`src/rtl/multdiv_pkg.sv`:
```
// Shared definitions for the mult/div issue arbiter.
//   state_e        : arbiter FSM encoding (IDLE, LAUNCH, WAIT, DONE)
//   OP_MULT/OP_DIV : operation select on op_top/op_bot
//   RSTATUS_REG    : destination used for every excepting writeback
//   *_EXC_CODE     : status word written to RSTATUS_REG on exception
package multdiv_pkg;

  typedef enum logic [1:0] {
    StIdle   = 2'd0,
    StLaunch = 2'd1,
    StWait   = 2'd2,
    StDone   = 2'd3
  } state_e;

  localparam logic OP_MULT = 1'b0;
  localparam logic OP_DIV  = 1'b1;

  localparam int unsigned RSTATUS_REG   = 30;
  localparam int unsigned MULT_EXC_CODE = 4;
  localparam int unsigned DIV_EXC_CODE  = 5;

  // Status code reported for an excepting op of the given kind.
  function automatic int unsigned exc_code(input logic op);
    return (op == OP_DIV) ? DIV_EXC_CODE : MULT_EXC_CODE;
  endfunction

endpackage

```
`src/rtl/multdiv_wait_timer.sv`:
```
// Cycle counter bounding how long the arbiter waits for the mult/div unit.
//   clk_i, rst_ni : clock, asynchronous active-low reset
//   clear_i       : zero the count (wins over en_i)
//   en_i          : advance the count by one
//   terminal_o    : count has reached MAX_WAIT-1
module multdiv_wait_timer #(
  parameter int unsigned MAX_WAIT = 40
) (
  input  logic clk_i,
  input  logic rst_ni,
  input  logic clear_i,
  input  logic en_i,
  output logic terminal_o
);

  localparam int unsigned CntW = (MAX_WAIT > 2) ? $clog2(MAX_WAIT) : 1;

  logic [CntW-1:0] cnt_q, cnt_d;

  assign terminal_o = (cnt_q == CntW'(MAX_WAIT - 1));

  always_comb begin
    cnt_d = cnt_q;
    if (clear_i) begin
      cnt_d = '0;
    end else if (en_i && !terminal_o) begin
      // Saturate at the terminal value so the count never wraps.
      cnt_d = cnt_q + CntW'(1);
    end
  end

  always_ff @(posedge clk_i or negedge rst_ni) begin
    if (!rst_ni) begin
      cnt_q <= '0;
    end else begin
      cnt_q <= cnt_d;
    end
  end

endmodule

```
`src/rtl/multdiv_issue_arbiter.sv`:
```
// Shares one iterative mult/div unit between the top and bottom issue lanes.
// Grants in program order (top first), pulses the unit's start, waits for
// ready or a timeout, then issues a single tagged writeback.
//
// Ports:
//   clock, reset                 : clock, asynchronous active-low reset
//   req/op/opA/opB/rd_{top,bot}  : lane requests (held until granted)
//   flush                        : kills the in-flight op / blocks a grant
//   grant_{top,bot}              : one-cycle accept pulse (IDLE only)
//   stall_{top,bot}              : req_x & ~grant_x
//   md_ctrl_mult/div             : one-cycle start pulse to the unit
//   md_operandA/B                : latched operands
//   md_result/RDY/exception      : unit response
//   wb_valid/rd/data/lane        : writeback
//   busy                         : FSM not in IDLE
//
// Build option: define MULTDIV_FASTPATH_EN to complete mult-by-zero and
// divide-by-zero directly from IDLE to DONE without starting the unit.
module multdiv_issue_arbiter
  import multdiv_pkg::*;
#(
  parameter int unsigned DATA_W   = 32,
  parameter int unsigned REG_W    = 5,
  parameter int unsigned MAX_WAIT = 40
) (
  input  logic              clock,
  input  logic              reset,
  input  logic              req_top,
  input  logic              req_bot,
  input  logic              op_top,
  input  logic              op_bot,
  input  logic [DATA_W-1:0] opA_top,
  input  logic [DATA_W-1:0] opB_top,
  input  logic [DATA_W-1:0] opA_bot,
  input  logic [DATA_W-1:0] opB_bot,
  input  logic [REG_W-1:0]  rd_top,
  input  logic [REG_W-1:0]  rd_bot,
  input  logic              flush,
  output logic              grant_top,
  output logic              grant_bot,
  output logic              stall_top,
  output logic              stall_bot,
  output logic              md_ctrl_mult,
  output logic              md_ctrl_div,
  output logic [DATA_W-1:0] md_operandA,
  output logic [DATA_W-1:0] md_operandB,
  input  logic [DATA_W-1:0] md_result,
  input  logic              md_resultRDY,
  input  logic              md_exception,
  output logic              wb_valid,
  output logic [REG_W-1:0]  wb_rd,
  output logic [DATA_W-1:0] wb_data,
  output logic              wb_lane,
  output logic              busy
);

  state_e              state_q, state_d;
  logic                op_q, op_d;
  logic                lane_q, lane_d;
  logic [REG_W-1:0]    rd_q, rd_d;
  logic [DATA_W-1:0]   opa_q, opa_d;
  logic [DATA_W-1:0]   opb_q, opb_d;
  logic [DATA_W-1:0]   res_q, res_d;
  logic                exc_q, exc_d;
  logic                kill_q, kill_d;

  logic                timer_clear;
  logic                timer_en;
  logic                timer_terminal;

  assign timer_clear = (state_q == StLaunch);
  assign timer_en    = (state_q == StWait);

  multdiv_wait_timer #(
    .MAX_WAIT (MAX_WAIT)
  ) u_wait_timer (
    .clk_i      (clock),
    .rst_ni     (reset),
    .clear_i    (timer_clear),
    .en_i       (timer_en),
    .terminal_o (timer_terminal)
  );

  always_comb begin
    state_d   = state_q;
    op_d      = op_q;
    lane_d    = lane_q;
    rd_d      = rd_q;
    opa_d     = opa_q;
    opb_d     = opb_q;
    res_d     = res_q;
    exc_d     = exc_q;
    kill_d    = kill_q;
    grant_top = 1'b0;
    grant_bot = 1'b0;

    case (state_q)
      StIdle: begin
        kill_d = 1'b0;
        if (!flush) begin
          if (req_top) begin
            grant_top = 1'b1;
          end else if (req_bot) begin
            grant_bot = 1'b1;
          end
        end
        if (grant_top || grant_bot) begin
          op_d    = grant_top ? op_top  : op_bot;
          opa_d   = grant_top ? opA_top : opA_bot;
          opb_d   = grant_top ? opB_top : opB_bot;
          rd_d    = grant_top ? rd_top  : rd_bot;
          lane_d  = grant_bot;
          res_d   = '0;
          exc_d   = 1'b0;
          state_d = StLaunch;
`ifdef MULTDIV_FASTPATH_EN
          if ((op_d == OP_MULT) && ((opa_d == '0) || (opb_d == '0))) begin
            state_d = StDone;
          end else if ((op_d == OP_DIV) && (opb_d == '0)) begin
            exc_d   = 1'b1;
            state_d = StDone;
          end
`endif
        end
      end

      StLaunch: begin
        // Unit response is not sampled here; the start pulse is going out.
        kill_d  = kill_q | flush;
        state_d = StWait;
      end

      StWait: begin
        kill_d = kill_q | flush;
        if (md_resultRDY) begin
          res_d   = md_result;
          exc_d   = md_exception;
          state_d = StDone;
        end else if (timer_terminal) begin
          exc_d   = 1'b1;
          state_d = StDone;
        end
      end

      StDone: begin
        // A flush here has nothing left to kill: the flag clears on the way
        // back to IDLE.
        kill_d  = 1'b0;
        state_d = StIdle;
      end

      default: begin
        state_d = StIdle;
      end
    endcase
  end

  always_ff @(posedge clock or negedge reset) begin
    if (!reset) begin
      state_q <= StIdle;
      op_q    <= 1'b0;
      lane_q  <= 1'b0;
      rd_q    <= '0;
      opa_q   <= '0;
      opb_q   <= '0;
      res_q   <= '0;
      exc_q   <= 1'b0;
      kill_q  <= 1'b0;
    end else begin
      state_q <= state_d;
      op_q    <= op_d;
      lane_q  <= lane_d;
      rd_q    <= rd_d;
      opa_q   <= opa_d;
      opb_q   <= opb_d;
      res_q   <= res_d;
      exc_q   <= exc_d;
      kill_q  <= kill_d;
    end
  end

  always_comb begin
    stall_top    = req_top & ~grant_top;
    stall_bot    = req_bot & ~grant_bot;
    busy         = (state_q != StIdle);
    md_ctrl_mult = (state_q == StLaunch) && (op_q == OP_MULT);
    md_ctrl_div  = (state_q == StLaunch) && (op_q == OP_DIV);
    md_operandA  = opa_q;
    md_operandB  = opb_q;
    wb_valid     = (state_q == StDone) && !kill_q;
    wb_lane      = lane_q;
    wb_rd        = exc_q ? REG_W'(RSTATUS_REG) : rd_q;
    wb_data      = exc_q ? DATA_W'(exc_code(op_q)) : res_q;
  end

endmodule

```
`config.mk`:
```
export PLATFORM = sky130hd
export DESIGN_NAME = multdiv_issue_arbiter
export DESIGN_NICKNAME = d
export VERILOG_FILES = /design/src/rtl/multdiv_pkg.sv /design/src/rtl/multdiv_wait_timer.sv /design/src/rtl/multdiv_issue_arbiter.sv
export SDC_FILE = /design/constraint.sdc
export NUM_CORES = 1
export LEC_CHECK = 0
export BUFFER_PORTS_ARGS = -buffer_cell sky130_fd_sc_hd__buf_4
export CORE_AREA = 5 5 94 161
export DETAILED_ROUTE_END_ITERATION = 10
export DIE_AREA = 0 0 99 166
export PLACE_DENSITY = 0.87
export SYNTH_ARGS = -nofsm -noshare
export SYNTH_HDL_FRONTEND = slang
export SYNTH_SLANG_ARGS = --single-unit
export TNS_END_PERCENT = 20
```
`constraint.sdc`:
```
create_clock -name clock -period 2.5 [get_ports clock]
set_clock_uncertainty 0.15 [all_clocks]
set_input_delay 0.375 -clock clock [delete_from_list [all_inputs] [get_ports clock]]
set_output_delay 0.375 -clock clock [all_outputs]
set_load 0.005 [all_outputs]
```
=== Yosys cells after proc, flatten, opt, wreduce, memory -nomap -nowiden ===
Index checks and enable logic that the tools add are counted.
W data, S select, Z words.

* Equal/unequal tests: 7
* $add $sub $neg: 1
* Multiplexer cells: 30
* Reduce and logical (&&, ||, !) cells: 17
* Bitwise operators: 6

{| class="wikitable"
|+ Operators with widths
! kind !! number
|-
| $mux W32 || 5
|-
| $pmux W32 S2 || 1
|-
| $mux W1 || 14
|-
| $mux W6 || 2
|-
| $mux W5 || 2
|-
| $pmux W2 S4 || 1
|-
| $add A6 B1 Y6 const B || 1
|-
| $eq A6 B6 Y1 const B || 1
|-
| $mux W2 || 3
|-
| $reduce_and A3 Y1 || 2
|-
| $reduce_bool A2 Y1 || 3
|-
| $eq A2 B2 Y1 const B || 2
|-
| $logic_and A1 B1 Y1 || 4
|-
| $ne A2 B2 Y1 const B || 2
|-
| $pmux W1 S2 || 2
|-
| $reduce_and A2 Y1 || 2
|-
| $reduce_or A2 Y1 || 2
|-
| $ne A3 B3 Y1 const B || 1
|-
| $not A1 Y1 || 3
|-
| $and A1 B1 Y1 || 2
|-
| $eq A2 B1 Y1 const B || 1
|-
| $logic_not A1 Y1 || 2
|-
| $logic_not A2 Y1 || 1
|-
| $logic_or A1 B1 Y1 || 1
|-
| $or A1 B1 Y1 || 1
|}

* Word-level logic and storage cells: 71
* Output and inout bits: 110
* Register bits: 113

=== Depth between registers and ports, before layout ===
* Depth in word-level cells: 7
* Gate-level depth with buffers: 7
* Depth with buffers taken out: 5

=== Cells and area by module ===
A second synthesis with hierarchy kept.

* Cell total of the unflattened synthesis: 419
* Area total of the unflattened synthesis: 5846.9 sq um

{| class="wikitable"
|+ Modules (own cells, without submodules)
! module !! times used !! area each (sq um) !! cells an instance !! seq. area each (sq um)
|-
| multdiv_issue_arbiter || 1 || 5445.2 || 379 || 2677.6
|-
| multdiv_wait_timer || 1 || 401.6 || 40 || 150.1
|}

=== Least setup slack after synthesis ===
OpenSTA, ideal clock, no wires.

* Path type: register -> register
* Start point: register state_q[0]
* End point: register opa_q[19], in the netlist md_operandA[19]
* Setup time: 0.125 ns
* Stages on the path, launching flop included: 8
* Path buffers: 2
* Path slack: 0.513 ns
* Clock period less this slack: 1.987 ns
* Arrival: 1.712 ns
* Path through: dfrtp_1 inv_1 ha_1 buf_4 nand2b_4 nor2_2 buf_4 mux2_4

* Word-level cells in the longest chain between the ends: 2

{| class="wikitable"
|+ RTL lines
! item !! RTL line !! RTL
|-
| from (decl) || multdiv_issue_arbiter.sv:57 || <nowiki>state_e state_q, state_d;</nowiki>
|-
| from (signal assigned) || multdiv_issue_arbiter.sv:160 || <nowiki>state_q <= StIdle;</nowiki>
|-
| from (signal assigned) || multdiv_issue_arbiter.sv:170 || <nowiki>state_q <= state_d;</nowiki>
|-
| $logic_not A2 Y1 || multdiv_issue_arbiter.sv:97 || <nowiki>case (state_q)</nowiki>
|-
| $reduce_and A2 Y1 (no line) || - ||
|-
| to (signal assigned) || multdiv_issue_arbiter.sv:174 || <nowiki>opa_q <= opa_d;</nowiki>
|-
| to (decl) || multdiv_issue_arbiter.sv:61 || <nowiki>logic [DATA_W-1:0] opa_q, opa_d;</nowiki>
|}

No other way between the ends.
A chain may end at the register's enable or synchronous reset.

=== Final worst setup path ===
* Start point: register state_q[0]
* End point: output port grant_top

* Word-level cells in the longest chain between the ends: 2

{| class="wikitable"
|+ RTL lines
! item !! RTL line !! RTL
|-
| $logic_not A2 Y1 || multdiv_issue_arbiter.sv:97 ||
|-
| $mux W1 || multdiv_issue_arbiter.sv:97 ||
|-
| to (decl) || multdiv_issue_arbiter.sv:39 || <nowiki>output logic grant_top,</nowiki>
|}

No other way between the ends.

==> out/qor.log <==
INFO  timing         finalSetupTns=0ps
INFO  drt            detail_route.drc_violations=0
INFO  placed_design  detailedPlacementHpwl=13290um
INFO  placed_design  buffer_ports.inserted=288
INFO  timing         max_clock_freq=436.6MHz
INFO  synthesis      syn_std_cell_area=0.006381mm2
INFO  cells_and_area nFillCells=990
INFO  timing         rsz0062_at_grt=false
INFO  die            total_die_area=0.01643mm2
INFO  critical_path  rr_worst_depth=7
INFO  synthesis      ys_ff_latch=113
INFO  timing         slew_violations=0
INFO  synthesis      yosys-top-cells-area=sky130_fd_sc_hd__dfrtp_1 (44%), sky130_fd_sc_hd__mux2_4 (32%), sky130_fd_sc_hd__mux2i_1 (5.3%)
INFO  critical_path  crit_end_category=primary output
INFO  timing         report.final.hold_viol_count=0
INFO  critical_path  path_class=reg2out
INFO  synthesis      syn_nets=673
INFO  grt            global_route.usage.total=21.09%
INFO  placed_design  place_congestion=0.8275
INFO  synthesis      post_synth_num_cell_types=39
INFO  critical_path  timing.critical_path.buf_inv=4
INFO  drt            finalWirelength=17040um
INFO  min_path       holdPathEnd=res_q[21]
INFO  synthesis      synthesized_instance_count=488
INFO  synthesis      synth_edf_count=0
INFO  power          pwr_density_cell=1098mW/mm2
INFO  grt            grt_antenna_before_repair=0
INFO  synthesis      yosys.cell_count.top_type=sky130_fd_sc_hd__mux2_4
INFO  clock_network  cts_setup_buffers=0
INFO  drt            drt-vias-per-instance=4.900
INFO  grt            congestion_overflow_gr=0
INFO  critical_path  cpLargestDelayFamily=buffers and inverters
INFO  min_path       worstHoldPathType=in2reg
INFO  grt            grt_first_pass_wirelength=27860um
INFO  cells_and_area diodes=0
INFO  synthesis      synth_top_flop_cell=sky130_fd_sc_hd__dfrtp_1
INFO  clock_network  clockRootBuffer=sky130_fd_sc_hd__clkbuf_16
INFO  drt            route.antenna.remaining_nets=0
INFO  min_path       hp-start=md_result[21]
INFO  min_path       holdPathStages=3
INFO  critical_path  max_stage_delay=400ps
INFO  drt            router_iterations_before_antenna_repair=4
INFO  synthesis      synth-warning-count=0
INFO  clock_network  clockBufferDepth=2
INFO  cells_and_area fin_nets=963
INFO  synthesis      synth_commonest_cells=sky130_fd_sc_hd__mux2_4 (136), sky130_fd_sc_hd__dfrtp_1 (113), sky130_fd_sc_hd__nand2_1 (39), sky130_fd_sc_hd__nor2_1 (36), sky130_fd_sc_hd__inv_1 (35)
INFO  drt            drt-initial-drc-count=135
INFO  cells_and_area fin_area=0.009283mm2
INFO  critical_path  r2r-end=res_q[7]
INFO  placed_design  dpl-instance-area=0.008705mm2
INFO  timing         setup-violations-final=0
INFO  synthesis      syn_avg_cell_area=13.08um2
INFO  critical_path  worstPathRequired=1980ps
INFO  timing         relSlewSlack=66.65%
INFO  die            num_rows=57
INFO  drt            num_vias=4738
INFO  power          max-vdd-ir-drop=0.6036mV
INFO  cells_and_area drive_gt1_share=60.89%
INFO  critical_path  crit_fanout=8
INFO  run_status     status=finished clean
INFO  die            vertical_extent_of_the_die=166um
INFO  power          tot_pwr=10.19mW
INFO  clock_network  insertion_delay=400ps
INFO  critical_path  setup.reg_to_reg.worst_slack=510ps
INFO  timing         timing_worst_slew_pin_value=499.3ps
INFO  power          p_leak=4.815nW
INFO  synthesis      synth-seq-area-share=44.31%
INFO  clock_network  num_cts_buffers=17
INFO  critical_path  slowest_stage=sky130_fd_sc_hd__dfrtp_1
INFO  job            max-cap-violations=0
INFO  clock_network  clkTransAtPathRegs=60ps
INFO  clock_network  clock-sinks=113
INFO  die            die_width=99um
INFO  critical_path  cp.arrival=1770ps
INFO  synthesis      postSynth.asyncResetShare=100.0%
INFO  synthesis      netlist.top_cell.by_area=sky130_fd_sc_hd__dfrtp_1
INFO  grt            first_global_vias=5382
INFO  cells_and_area syn2layout_area_growth=45.47%
INFO  timing         post_route_clock_period_utilization=91.61%
INFO  die            initial_utilization=46.36%
INFO  critical_path  crit-reg2reg-launch=state_q[0]
INFO  timing         fin_hold_ws=86.53ps
INFO  drt            post_drt_wl_per_cell=17.63um
INFO  die            boundaryPins=289
INFO  clock_network  cts_tree=built
INFO  critical_path  critical_path_cell_sequence=inv_1 > ha_1 > buf_4 > inv_1 > nor2_1 > buf_4
INFO  die            coreArea=0.01376mm2
INFO  clock_network  clock_tree.htree_level_count=4
INFO  timing         finalCriticalPeriod=2290ps
INFO  critical_path  start_kind=flop
INFO  grt            grt_max_degree=60
INFO  synthesis      synth_top_area_share=44.31%
## final cells by class
| cell class | count | area (um2) | share of cell area [%] |
|---|---|---|---|
| Multi-Input combinational cell | 310 | 3189 | 34.36 |
| Sequential cell | 113 | 2828 | 30.46 |
| Timing Repair Buffer | 301 | 2350 | 25.31 |
| Clock inverter | 10 | 112.6 | 1.213 |
| Clock buffer | 21 | 450.4 | 4.852 |
| Inverter | 35 | 131.4 | 1.415 |
| Tap cell | 177 | 221.5 | 2.386 |
## stage by stage
stage,worst slack [ps],util [%],std cells
CTS,97.04,67.40,967
floorplan,513.0,-,488
global route,90.44,67.44,967
finish,209.7,67.44,967
detailed placement,477.8,63.24,935
global placement,506.2,63.24,935
## what timing repair did
| action | 4_1_cts | 5_1_grt |
|---|---|---|
| endpoints found under the setup margin | 0 | 1 |
| hold buffers | 1 | 0 |
| gates resized for setup | 0 | 1 |
| hold endpoints to repair | 24 | 0 |
## cells in the final DEF, fill, tap and decap left out, types with 6 or more instances in the layout
cell                        count
sky130_fd_sc_hd__nor2b_1        6
sky130_fd_sc_hd__inv_1         35
sky130_fd_sc_hd__clkbuf_16     17
sky130_fd_sc_hd__buf_12         7
sky130_fd_sc_hd__mux2i_1       34
sky130_fd_sc_hd__nand2_1       39
sky130_fd_sc_hd__ha_1           6
sky130_fd_sc_hd__dfrtp_1      113
sky130_fd_sc_hd__buf_4        293
sky130_fd_sc_hd__nor2_1        36
sky130_fd_sc_hd__mux2_4       136
## where the power goes
group | switching [mW] | internal [mW]
combinational | 1.84 | 2.83
sequential | 0.504 | 2.72
clock | 0.813 | 1.48
## metal layers
layer,vias up,part of all wire (%),global-route usage (%)
li1,2223,-,-
met1,2267,35,23.44
met2,207,54,37.56
met3,41,6.6,5.464
met4,0,3.8,8.621
met5,-,0,0
## worst reg2reg max path: stages (launching register included)
cell	delay, ps
sky130_fd_sc_hd__dfrtp_1	420
sky130_fd_sc_hd__inv_1	120
sky130_fd_sc_hd__ha_1	230
sky130_fd_sc_hd__buf_4	190
sky130_fd_sc_hd__mux2i_1	120
sky130_fd_sc_hd__a21oi_4	160
sky130_fd_sc_hd__buf_12	250
sky130_fd_sc_hd__mux2i_1	250
## how the worst max path moves through the flow
stage                from               to  slack (ps)  cells past startpoint
2_1_floorplan  state_q[0]  md_operandA[19]         510                      7
3_3_place_gp        flush  md_operandB[10]         510                      5
3_5_place_dp        flush  md_operandB[10]         480                      5
4_1_cts        state_q[0]        stall_bot         100                      6
5_1_grt        state_q[0]        grant_top          90                      6
6_report       state_q[0]        grant_top         210                      6
## cells by family (layout without fill, tap and decap cells)
logic type | count (synthesis) | in the layout | share of synthesized area, %
and+or+nand+nor | 105 | 105 | 7.471
muxes | 175 | 175 | 38.22
xor gates and xnor gates | 1 | 1 | 0.1373
adders and majority gates | 6 | 6 | 1.176
buffers and inverters | 65 | 367 | 6.098
AOI/OAI and AO/OA | 23 | 23 | 2.588
DFF | 113 | 113 | 44.31
## flip-flops by register name, summed over array words and instances, names as in the netlist
register	cells
md_operandA	32
res_q	32
exc_q	1
kill_q	1
op_q	1
wb_lane	1
state_q	2
u_wait_timer.cnt_q	6
rd_q	5
md_operandB	32
Note: power is estimated with default switching activity, not from simulation.
